--- src/rtl/mul_div_sequencer_pkg.sv ---
// Shared types and constants for the multiply/divide sequencer: FSM states, op codes,
// Booth recoding actions and step-count helpers.
package mul_div_pkg;

  typedef enum logic [1:0] {
    IDLE    = 2'd0,
    MUL_RUN = 2'd1,
    DIV_RUN = 2'd2,
    FINISH  = 2'd3
  } state_e;

  localparam logic OP_MUL = 1'b0;
  localparam logic OP_DIV = 1'b1;

  typedef enum logic [2:0] {
    BOOTH_ZERO = 3'd0,
    BOOTH_P1   = 3'd1,
    BOOTH_P2   = 3'd2,
    BOOTH_M2   = 3'd3,
    BOOTH_M1   = 3'd4
  } booth_e;

  // Group is {Q[2k+1], Q[2k], Q[2k-1]}.
  function automatic booth_e booth_decode(input logic [2:0] group);
    booth_e code;
    case (group)
      3'b001, 3'b010: code = BOOTH_P1;
      3'b011:         code = BOOTH_P2;
      3'b100:         code = BOOTH_M2;
      3'b101, 3'b110: code = BOOTH_M1;
      default:        code = BOOTH_ZERO;
    endcase
    return code;
  endfunction

  function automatic int mul_steps(input int bits);
    return bits / 2;
  endfunction

  function automatic int div_steps(input int bits);
    return bits;
  endfunction

endpackage

--- src/rtl/mul_div_sequencer_booth_r4_recode.sv ---
// Combinational radix-4 Booth recoder: one 3-bit group and the multiplicand in, one
// signed partial product out, two bits wider than M so that -2*M(-2^(BITS-1)) stays exact.
module booth_r4_recode
  import mul_div_pkg::*;
#(
  parameter int BITS = 32
) (
  input  logic [2:0]      i_group,
  input  logic [BITS-1:0] i_m,
  output logic [BITS+1:0] o_pp
);

  logic [BITS+1:0] w_m_ext;
  logic [BITS+1:0] w_m2;

  assign w_m_ext = {{2{i_m[BITS-1]}}, i_m};
  assign w_m2    = {w_m_ext[BITS:0], 1'b0};

  always_comb begin
    o_pp = '0;
    case (booth_decode(i_group))
      BOOTH_P1: o_pp = w_m_ext;
      BOOTH_P2: o_pp = w_m2;
      BOOTH_M2: o_pp = -w_m2;
      BOOTH_M1: o_pp = -w_m_ext;
      default:  o_pp = '0;
    endcase
  end

endmodule

--- src/rtl/mul_div_sequencer.sv ---
// Multi-cycle signed multiply (radix-4 Booth, one group per clock) with registered HI/LO.
// Define MUL_DIV_SEQUENCER_DIV_EN to add the restoring signed divider selected by op=1.
module mul_div_sequencer
  import mul_div_pkg::*;
#(
  parameter int BITS = 32  // even, >= 4
) (
  input  logic            clk,
  input  logic            clr,
  input  logic            start,
  input  logic            op,
  input  logic [BITS-1:0] operand_a,
  input  logic [BITS-1:0] operand_b,
  output logic            busy,
  output logic            done,
  output logic [BITS-1:0] hi_out,
  output logic [BITS-1:0] lo_out,
  output logic            div_by_zero,
  output state_e          dbg_state
);

  localparam int SW        = $clog2(BITS);
  localparam int MUL_STEPS = mul_steps(BITS);

  // Handshake: start is a one-cycle request honoured only in IDLE; busy covers the
  // run states, and done pulses for exactly the one FINISH cycle with HI/LO already valid.
  state_e r_state;
  state_e w_state_next;
  logic   w_busy;
  logic   w_done;

  logic [BITS-1:0]   r_m;
  logic [BITS-1:0]   r_q;
  logic              r_qm1;
  logic [2*BITS-1:0] r_acc;
  logic [SW-1:0]     r_step;
  logic [BITS-1:0]   r_hi;
  logic [BITS-1:0]   r_lo;

  logic              w_is_div;
  logic              w_div_zero;
  logic              w_last_mul;
  logic              w_last_div;
  logic [BITS+1:0]   w_pp;
  logic [2*BITS-1:0] w_pp_ext;
  logic [2*BITS-1:0] w_mul_acc;

  assign w_last_mul = (r_step == SW'(MUL_STEPS - 1));

`ifdef MUL_DIV_SEQUENCER_DIV_EN
  localparam int DIV_STEPS = div_steps(BITS);

  logic            r_neg_q;
  logic            r_neg_r;
  logic            r_dbz;
  logic [BITS:0]   w_rem_sh;
  logic [BITS:0]   w_diff;
  logic            w_ge;
  logic [BITS-1:0] w_rem_next;
  logic [BITS-1:0] w_quo_next;
  logic [BITS-1:0] w_rem_res;
  logic [BITS-1:0] w_quo_res;

  assign w_is_div   = (op == OP_DIV);
  assign w_div_zero = w_is_div && (operand_b == '0);
  assign w_last_div = (r_step == SW'(DIV_STEPS - 1));

  // Remainder lives in acc[BITS-1:0]; r_q shifts the dividend out and the quotient in.
  assign w_rem_sh   = {r_acc[BITS-1:0], r_q[BITS-1]};
  assign w_diff     = w_rem_sh - {1'b0, r_m};
  assign w_ge       = ~w_diff[BITS];
  assign w_rem_next = w_ge ? w_diff[BITS-1:0] : w_rem_sh[BITS-1:0];
  assign w_quo_next = {r_q[BITS-2:0], w_ge};
  assign w_quo_res  = r_neg_q ? -w_quo_next : w_quo_next;
  assign w_rem_res  = r_neg_r ? -w_rem_next : w_rem_next;
  assign div_by_zero = r_dbz;
`else
  logic w_unused_op;

  assign w_unused_op = op;
  assign w_is_div    = 1'b0;
  assign w_div_zero  = 1'b0;
  assign w_last_div  = 1'b0;
  assign div_by_zero = 1'b0;
`endif

  booth_r4_recode #(
    .BITS(BITS)
  ) u_recode (
    .i_group({r_q[1:0], r_qm1}),
    .i_m    (r_m),
    .o_pp   (w_pp)
  );

  assign w_pp_ext  = {{(BITS-2){w_pp[BITS+1]}}, w_pp};
  assign w_mul_acc = r_acc + (w_pp_ext << {r_step, 1'b0});

  always_ff @(posedge clk) begin
    if (clr) r_state <= IDLE;
    else     r_state <= w_state_next;
  end

  always_comb begin
    w_state_next = r_state;
    w_busy       = 1'b0;
    w_done       = 1'b0;
    case (r_state)
      IDLE: begin
        if (start) begin
          if (w_div_zero)    w_state_next = FINISH;
          else if (w_is_div) w_state_next = DIV_RUN;
          else               w_state_next = MUL_RUN;
        end
      end
      MUL_RUN: begin
        w_busy = 1'b1;
        if (w_last_mul) w_state_next = FINISH;
      end
      DIV_RUN: begin
        w_busy = 1'b1;
        if (w_last_div) w_state_next = FINISH;
      end
      FINISH: begin
        w_done       = 1'b1;
        w_state_next = IDLE;
      end
      default: w_state_next = IDLE;
    endcase
  end

  // HI/LO are loaded on the edge that enters FINISH so they are valid alongside done.
  always_ff @(posedge clk) begin
    if (clr) begin
      r_m    <= '0;
      r_q    <= '0;
      r_qm1  <= 1'b0;
      r_acc  <= '0;
      r_step <= '0;
      r_hi   <= '0;
      r_lo   <= '0;
`ifdef MUL_DIV_SEQUENCER_DIV_EN
      r_neg_q <= 1'b0;
      r_neg_r <= 1'b0;
      r_dbz   <= 1'b0;
`endif
    end else begin
      case (r_state)
        IDLE: begin
          if (start) begin
            r_acc  <= '0;
            r_step <= '0;
            r_qm1  <= 1'b0;
            r_m    <= operand_a;
            r_q    <= operand_b;
`ifdef MUL_DIV_SEQUENCER_DIV_EN
            r_dbz <= w_div_zero;
            if (w_div_zero) begin
              r_hi <= operand_a;
              r_lo <= '1;
            end else if (w_is_div) begin
              r_m     <= operand_b[BITS-1] ? -operand_b : operand_b;
              r_q     <= operand_a[BITS-1] ? -operand_a : operand_a;
              r_neg_q <= operand_a[BITS-1] ^ operand_b[BITS-1];
              r_neg_r <= operand_a[BITS-1];
            end
`endif
          end
        end
        MUL_RUN: begin
          r_acc  <= w_mul_acc;
          r_q    <= {2'b00, r_q[BITS-1:2]};
          r_qm1  <= r_q[1];
          r_step <= r_step + 1'b1;
          if (w_last_mul) begin
            r_hi <= w_mul_acc[2*BITS-1:BITS];
            r_lo <= w_mul_acc[BITS-1:0];
          end
        end
`ifdef MUL_DIV_SEQUENCER_DIV_EN
        DIV_RUN: begin
          r_acc  <= {{BITS{1'b0}}, w_rem_next};
          r_q    <= w_quo_next;
          r_step <= r_step + 1'b1;
          if (w_last_div) begin
            r_hi <= w_rem_res;
            r_lo <= w_quo_res;
          end
        end
`endif
        default: ;
      endcase
    end
  end

  assign busy      = w_busy;
  assign done      = w_done;
  assign hi_out    = r_hi;
  assign lo_out    = r_lo;
  assign dbg_state = r_state;

endmodule

--- config.mk ---
export PLATFORM = sky130hd
export DESIGN_NAME = mul_div_sequencer
export DESIGN_NICKNAME = d
export VERILOG_FILES = /design/src/rtl/mul_div_sequencer_pkg.sv /design/src/rtl/mul_div_sequencer_booth_r4_recode.sv /design/src/rtl/mul_div_sequencer.sv
export SDC_FILE = /design/constraint.sdc
export NUM_CORES = 1
export LEC_CHECK = 0
export CORE_ASPECT_RATIO = 1.75
export CORE_UTILIZATION = 50
export DETAILED_ROUTE_END_ITERATION = 8
export GPL_ROUTABILITY_DRIVEN = 0
export PLACE_DENSITY = 0.71
export SLEW_MARGIN = 10
export SYNTH_ARGS = -nofsm -noshare
export SYNTH_HDL_FRONTEND = slang
export SYNTH_SLANG_ARGS = --single-unit
--- constraint.sdc ---
create_clock -name clk -period 8.8 [get_ports clk]
set_clock_uncertainty 0.05 [all_clocks]
set_input_delay 1.76 -clock clk [delete_from_list [all_inputs] [get_ports clk]]
set_output_delay 1.76 -clock clk [all_outputs]
set_load 0.005 [all_outputs]
; Word-level counts from Yosys, hierarchy flattened
; Index checks and enable logic that the tools add are counted.
[totals]
ff_bits = 200
latchBits = 0
ramBits = 0
rom_bits = 0
input_bits = 68
wordCells = 54
mem_count = 0
[op_classes]
n_addsub = 4
mul = 0
div = 0
order_cmp = 0
eq_ne = 16
shifts = 1
mux = 15
bitwise = 1
reduce_logical = 9
[op_table]
columns = op, count
row1 = case mux 34 bit (4 select lines), 1
row2 = case mux 64 bit (2 select lines), 1
row3 = negation 34 bit, 2
row4 = adder 64 bit, 1
row5 = 2-to-1 mux 64 bit, 1
row6 = case mux 32 bit (2 select lines), 1
row7 = << shifter 64 x 6 -> 64 bit, 1
row8 = 2-to-1 mux 32 bit, 1
row9 = equality test 3 x 2 -> 1 bit (second input constant), 4
row10 = equality test 3 bit (second input constant), 4
row11 = case mux 3 bit (4 select lines), 1
row12 = case mux 5 bit (2 select lines), 1
row13 = equality test 3 x 1 -> 1 bit (second input constant), 2
row14 = case mux 2 bit (3 select lines), 1
row15 = AND reduction 2 bit, 3
row16 = OR reduction 2 bit, 3
row17 = adder 5 x 1 -> 5 bit (second input constant), 1
row18 = equality test 5 x 4 -> 1 bit (second input constant), 1
row19 = 2-to-1 mux 5 bit, 1
row20 = equality test 2 bit (second input constant), 2
row21 = 2-to-1 mux 2 bit, 2
row22 = != test 2 bit (second input constant), 2
row23 = 2-to-1 mux 1 bit, 3
row24 = AND reduction 3 bit, 1
row25 = other kinds (5), 5

; Depth between registers and ports, before layout
[logic_depth]
word_depth = 8
depth_mapped = 28
ltp_nobuf = 25

; Cells and area by module
; Synthesis repeated with hierarchy kept, for this count alone.
[unflattened]
hier_cells = 2079
hier_area_um2 = 15199.6
[by_module_without_submodules]
columns = mod, n_inst, cells_each, area_per_inst_um2, seq_area_each_um2
row1 = mul_div_sequencer, 1, 1778, 13357.8, 4003.8
row2 = booth_r4_recode, 1, 301, 1841.8, 0.0

; Worst setup path after synthesis
; OpenSTA, ideal clock, no wires.
[synth_timing]
kind = flip-flop to flip-flop
from = register r_q[0]
to = register r_hi[31], in the netlist hi_out[31]
setup_ns = 0.123
t_arrival_ns = 5.967
setup_slack_ns = 2.661
stages_incl_launch_ff = 26
n_path_buf = 6
period_less_slack_ns = 6.139
cell_sequence = dfxtp_1 -> clkbuf_1 -> buf_1 -> clkbuf_1 -> buf_1 -> buf_1 -> clkbuf_1 -> a31oi_1 -> a211oi_1 -> a21oi_1 -> a21oi_1 -> mux2i_1 -> mux2_2 -> nor2_1 -> ha_1 -> a21o_1 -> a221o_1 -> a31oi_1 -> o211a_1 -> a2111o_1 -> a211oi_1 -> o311ai_0 -> nor3_1 -> o22ai_1 -> and3_2 -> nor3_2
[synth_via]
elab_chain_cells = 7
word_cells_on_any_way = 16
classes_between = 1 x add/sub / 10 x eq/ne / 1 x shift / 2 x mux / 2 x reduce/logical
[synth_rtl]
columns = item, line_no
row1 = from (decl), mul_div_sequencer.sv:33  ; logic [BITS-1:0] r_q;
row2 = from (signal assigned), mul_div_sequencer.sv:154  ; r_q <= operand_b;
row3 = from (signal assigned), mul_div_sequencer.sv:171  ; r_q <= {2'b00, r_q[BITS-1:2]};
row4 = equality test 3 bit (tied with other cells), mul_div_sequencer_pkg.sv:26  ; case (group)
row5 = OR reduction 2 bit, mul_div_sequencer_pkg.sv:26
row6 = case mux 3 bit (4 select lines) *, mul_div_sequencer_pkg.sv:26
row7 = equality test 3 bit (tied with other cells), mul_div_sequencer_booth_r4_recode.sv:21  ; case (booth_decode(i_group))
row8 = case mux 34 bit (4 select lines) *, mul_div_sequencer_booth_r4_recode.sv:21
row9 = << shifter 64 x 6 -> 64 bit *, mul_div_sequencer.sv:96  ; assign w_mul_acc = r_acc + (w_pp_ext << {r_step, 1'b0});
row10 = adder 64 bit *, mul_div_sequencer.sv:96
row11 = to (signal assigned), mul_div_sequencer.sv:175  ; r_hi <= w_mul_acc[2*BITS-1:BITS];
row12 = to (decl), mul_div_sequencer.sv:37  ; logic [BITS-1:0] r_hi;
; Every way passes the cells marked *; elsewhere a longest branch is shown, timed or not.
; A chain may end at the register's enable or synchronous reset.

; Final worst setup path
[layout_timing]
from = register r_m[0]
to = register r_hi[30], in the netlist hi_out[30]
[layout_via]
elab_chain_cells = 4
word_cells_on_any_way = 5
classes_between = 3 x add/sub / 1 x shift / 1 x mux
[layout_rtl]
columns = item, line_no
row1 = from (decl), mul_div_sequencer.sv:32  ; logic [BITS-1:0] r_m;
row2 = from (signal assigned), mul_div_sequencer.sv:153  ; r_m <= operand_a;
row3 = "negation 34 bit, on equally long branches", "mul_div_sequencer_booth_r4_recode.sv:25, mul_div_sequencer_booth_r4_recode.sv:24"
row4 = case mux 34 bit (4 select lines) *, mul_div_sequencer_booth_r4_recode.sv:21
row5 = << shifter 64 x 6 -> 64 bit *, mul_div_sequencer.sv:96
row6 = adder 64 bit *, mul_div_sequencer.sv:96
; Marks and branches as above.

==> tab_implementation.tex <==
\begin{tabular}{lr}
\hline
Metric & Value \\
\hline
\multicolumn{2}{l}{\textbf{Worst hold path}} \\
\quad Hold Path End & lo\_out[23]\$\_SDFFE\_PP0P\_ \\
\quad Launch point of the worst hold path & lo\_out[23]\$\_SDFFE\_PP0P\_ \\
\quad Number of cells on the worst hold path & 2 \\
\quad HP Class & reg -> reg \\
\multicolumn{2}{l}{\textbf{Timing}} \\
\quad Final critical-path required period & 7.18 ns \\
\quad Fmax achieved & 139 MHz \\
\quad Worst hold-check slack & 0.405 ns \\
\quad Final Slew Violations & 0 \\
\quad Number of endpoints with negative hold slack in the final report & 0 \\
\quad Worst slew margin & 25.5\% \\
\quad Setup repair after global routing missed its margin & no \\
\quad Post-route fraction of the period consumed by the critical path & roughly four fifths \\
\quad Tightest Pin Transition & 1.12 ns \\
\quad \# setup viols final & 0 \\
\quad Sum of negative setup slack & 0 ns \\
\multicolumn{2}{l}{\textbf{Clocking}} \\
\quad Master cell of the clock root buffer & clkbuf\_16 \\
\quad Clock network latency to the later pin of the worst-skew pair & about 0.48 ns \\
\quad Number of buffers inserted by hold repair at cts & 0 \\
\quad Clock transition at the registers of the reported paths & 0.08 ns \\
\quad Post-CTS setup repair buffer count & 0 \\
\quad Clk sinks & 200 \\
\quad Maximum clock insertion buffer count & 2 \\
\quad Clock tree from TritonCTS & built \\
\quad Quantity of gates resized following cts & 0 \\
\quad Depth of the CTS H-tree & 4 \\
\quad Clock buffer count from CTS & 17 \\
\multicolumn{2}{l}{\textbf{Critical path}} \\
\quad Reg-to-Reg Start & r\_m[0]\$\_SDFFE\_PP0P\_ \\
\quad Family with the most delay on the worst path & simple AND/OR/NAND/NOR gates \\
\quad Critical setup path kind & reg -> reg \\
\quad Worst-path maximum fanout & 9 \\
\quad Largest stage delay on the critical path & 0.76 ns \\
\quad Stages on worst setup path & 22 \\
\quad Reg2Reg Depth & 22 \\
\quad Type of destination of the critical path & flop \\
\quad Data arrival time at the worst-slack endpoint & 7.55 ns \\
\quad Startpoint kind of the worst setup timing path & flop \\
\quad Slowest cell on the critical path & o21ai\_0 \\
\quad Worst path buffer plus inverter count & 1 \\
\quad Worst-case register-to-register setup slack & 1.62 ns \\
\quad Launch point of the critical path & r\_m[0]\$\_SDFFE\_PP0P\_ \\
\quad Reg-to-reg critical path endpoint & hi\_out[30]\$\_SDFFE\_PP0P\_ \\
\quad Cells along the critical path & inv\_1, ha\_1, nor3b\_2, nand3\_1, nor4\_1, xnor2\_1, a211o\_1, mux4\_1, mux2i\_1, mux2i\_1, and2\_1, ha\_1, and4\_1, nand3\_1, nor2\_1, nand4\_1, o21ai\_0, a311oi\_1, o31ai\_1, xor2\_1, nand2\_1, a21oi\_1 \\
\quad Data required time of the worst path & between 9 and 10 ns \\
\multicolumn{2}{l}{\textbf{Floorplan}} \\
\quad Die Y & 232 um \\
\quad Die footprint & 31000 um2 \\
\quad Initial Util & 51.2\% \\
\quad Die Wd & 134 um \\
\quad Top-level port count & roughly 140 \\
\quad Num rows & 83 \\
\quad Core Footprint & 29600 um2 \\
\multicolumn{2}{l}{\textbf{Synthesis}} \\
\quad Register bit total from synthesis & 200 \\
\quad Combined area of all synthesized cells & 15100 um2 \\
\quad Synth area leaders & dfxtp\_1 26\%, a21oi\_1 7.6\%, nand2\_1 7.2\% \\
\quad Share of the yosys chip area belonging to registers & between 20\% and 30\% \\
\quad Ys async rst share & 0\% \\
\quad Share of the synthesized area in the top cell type & between 20\% and 30\% \\
\quad Leading area contributor after synthesis & dfxtp\_1 \\
\quad Post-synthesis instance total & between 2000 and 2500 \\
\quad Count leader, synth & nand2\_1 \\
\quad Synthesized net count & 2177 \\
\quad Most numerous cell types in the synthesized netlist & 292 x nand2\_1, 230 x a21oi\_1, 213 x nor2\_1 \\
\quad Synth unique cells & 78 \\
\quad Number of enable-type register cells in the synthesized netlist & 0 \\
\quad Average size of a mapped cell & approximately 7.4 um2 \\
\quad Most instantiated flip-flop cell in the synthesis netlist & dfxtp\_1 \\
\quad Number of warnings issued by yosys & 0 \\
\multicolumn{2}{l}{\textbf{Outcome}} \\
\quad Result of the run & finished clean \\
\multicolumn{2}{l}{\textbf{Route}} \\
\quad Uppermost layer routed & met4 \\
\quad Total iterations of the first detailed-routing run & 8 \\
\quad Routed length per instance & 18.4 um \\
\quad Sum of met2 wire segment lengths after detailed routing & 22.9 mm \\
\quad Via count & 15105 \\
\quad Ratio of routed vias to standard cells & roughly 6 \\
\quad Routed met3 length & 1.99 mm \\
\quad Initial DRC Count & 980 \\
\quad M1 wire length & 16.7 mm \\
\quad Remaining routing DRC violations & 0 \\
\quad Wirelength, routed & 44.9 mm \\
\quad Number of nets with antenna violations after routing & 0 \\
\multicolumn{2}{l}{\textbf{Placed design}} \\
\quad Buffers added on ports & around 130 \\
\quad Final HPWL DP & 33.5 mm \\
\multicolumn{2}{l}{\textbf{Power}} \\
\quad Leak pwr & slightly below 0.007 uW \\
\quad Maximum vdd drop & 162 uV \\
\quad Total power divided by cell area & $\sim$160 nW/um2 \\
\multicolumn{2}{l}{\textbf{Layout}} \\
\quad Net count reported at finish & 2190 \\
\quad Share of post-route cells with drive strength above 1 & 5.96\% \\
\quad Area added between synthesis and finish & 13.4\% \\
\quad Antenna diode count & 0 \\
\multicolumn{2}{l}{\textbf{Run}} \\
\quad Max\_cap viols & 0 \\
\multicolumn{2}{l}{\textbf{Global routing}} \\
\quad Global-route wire length before repair & between 70 and 80 mm \\
\quad Aggregate global-route resource usage & 29.3\% \\
\quad Number of antenna violations at the first check in global routing & 0 \\
\quad Maximum number of pins on one net before global-route repair & 84 \\
\quad Number of global-route vias before repair & 14420 \\
\quad Total overflow reported by the global router & 0 \\
\hline
\end{tabular}
## worst max-delay path by stage
stage / endpoint / slack (ns)
6_report: hi_out[30]$_SDFFE_PP0P_ / 1.62
5_1_grt: r_acc[61]$_SDFFE_PP0P_ / 1.14
4_1_cts: hi_out[30]$_SDFFE_PP0P_ / 1.79
3_5_place_dp: hi_out[30]$_SDFFE_PP0P_ / 1.84
3_3_place_gp: hi_out[15]$_SDFFE_PP0P_ / 1.94
2_1_floorplan: hi_out[31]$_SDFFE_PP0P_ / 2.66
## worst min-delay path, delay by kind of cell, from the launching register on
| kind | cells | cell delay [ns] |
|---|---|---|
| simple gates | 1 | 0.05 |
| compound gates | 1 | 0.05 |
| flops | 1 | 0.31 |
## layout by cell type (no fill, tap or decap), types with 14 or more instances in the layout
cell             instances
clkbuf_16               17
o21ai_0                 98
a21oi_1                230
nor4_1                  15
clkdlybuf4s50_1        133
nor2b_1                 14
a221o_1                 14
nand2b_1                17
buf_4                   25
nor3_1                  24
o21a_1                  14
nor2_1                 212
a31oi_1                 21
nand3_1                 36
a22oi_1                 45
inv_1                   28
nand4_1                 19
mux2_2                  23
xnor2_1                 56
xor2_1                  35
and2_1                  17
nand2_1                291
a22o_1                  21
a21o_1                  40
a211oi_1                62
o211ai_1                21
dfxtp_1                198
mux2i_1                 87
ha_1                    70
## stage by stage
stage,util (%),std cells,area [um2],worst slack [ns],power [uW]
2_1_floorplan,-,2037,15100,2.66,1690
3_3_place_gp,55.9,2413,16500,1.94,1940
3_5_place_dp,55.9,2413,16500,1.84,1960
4_1_cts,58.0,2445,17200,1.79,2790
5_1_grt,58.0,2445,17200,1.14,2930
6_report,58.0,2445,17200,1.62,2790
## layer usage
layer  global-route usage (%)  vias to the layer above
met1                     30.7                     7023
met5                        0                        -
met3                     4.39                      172
li1                         -                     7400
met4                     22.8                        0
met2                     52.2                      510
## flip-flops by register name, indices dropped and copies added, names as in the netlist
register,cells
r_acc,64
hi_out,32
lo_out,32
r_m,32
r_q,32
r_step,5
dbg_state,2
r_qm1,1
## cell families (layout without fill, tap and decap cells)
logic type               Yosys count  after routing  share of synthesized area (%)
buffers and inverters            196            222                           5.00
AND/OR/NAND/NOR                  702            702                           20.8
XOR/XNOR                          91             91                           5.26
other                              1              1                         0.0248
adder cells (fa/ha/maj)           72             72                           6.00
flip-flops                       200            200                           26.4
multiplexers                     117            117                           8.55
AO/OA/AOI/OAI                    658            658                           27.9
## cell type report
| class | instances | area [um2] |
|---|---|---|
| Clock buffer | 17 | 425 |
| Clock inverter | 15 | 205 |
| Fill cell | 2846 | 12400 |
| Inverter | 31 | 116 |
| Multi-Input combinational cell | 1641 | 10400 |
| Sequential cell | 200 | 4010 |
| Tap cell | 382 | 478 |
| Timing Repair Buffer | 159 | 1530 |
## report_power, final
group / switching [uW] / internal, uW
combinational: 602 / 357
clock: 424 / 413
sequential: 48.6 / 948
Power figures use the tool's default switching activity.
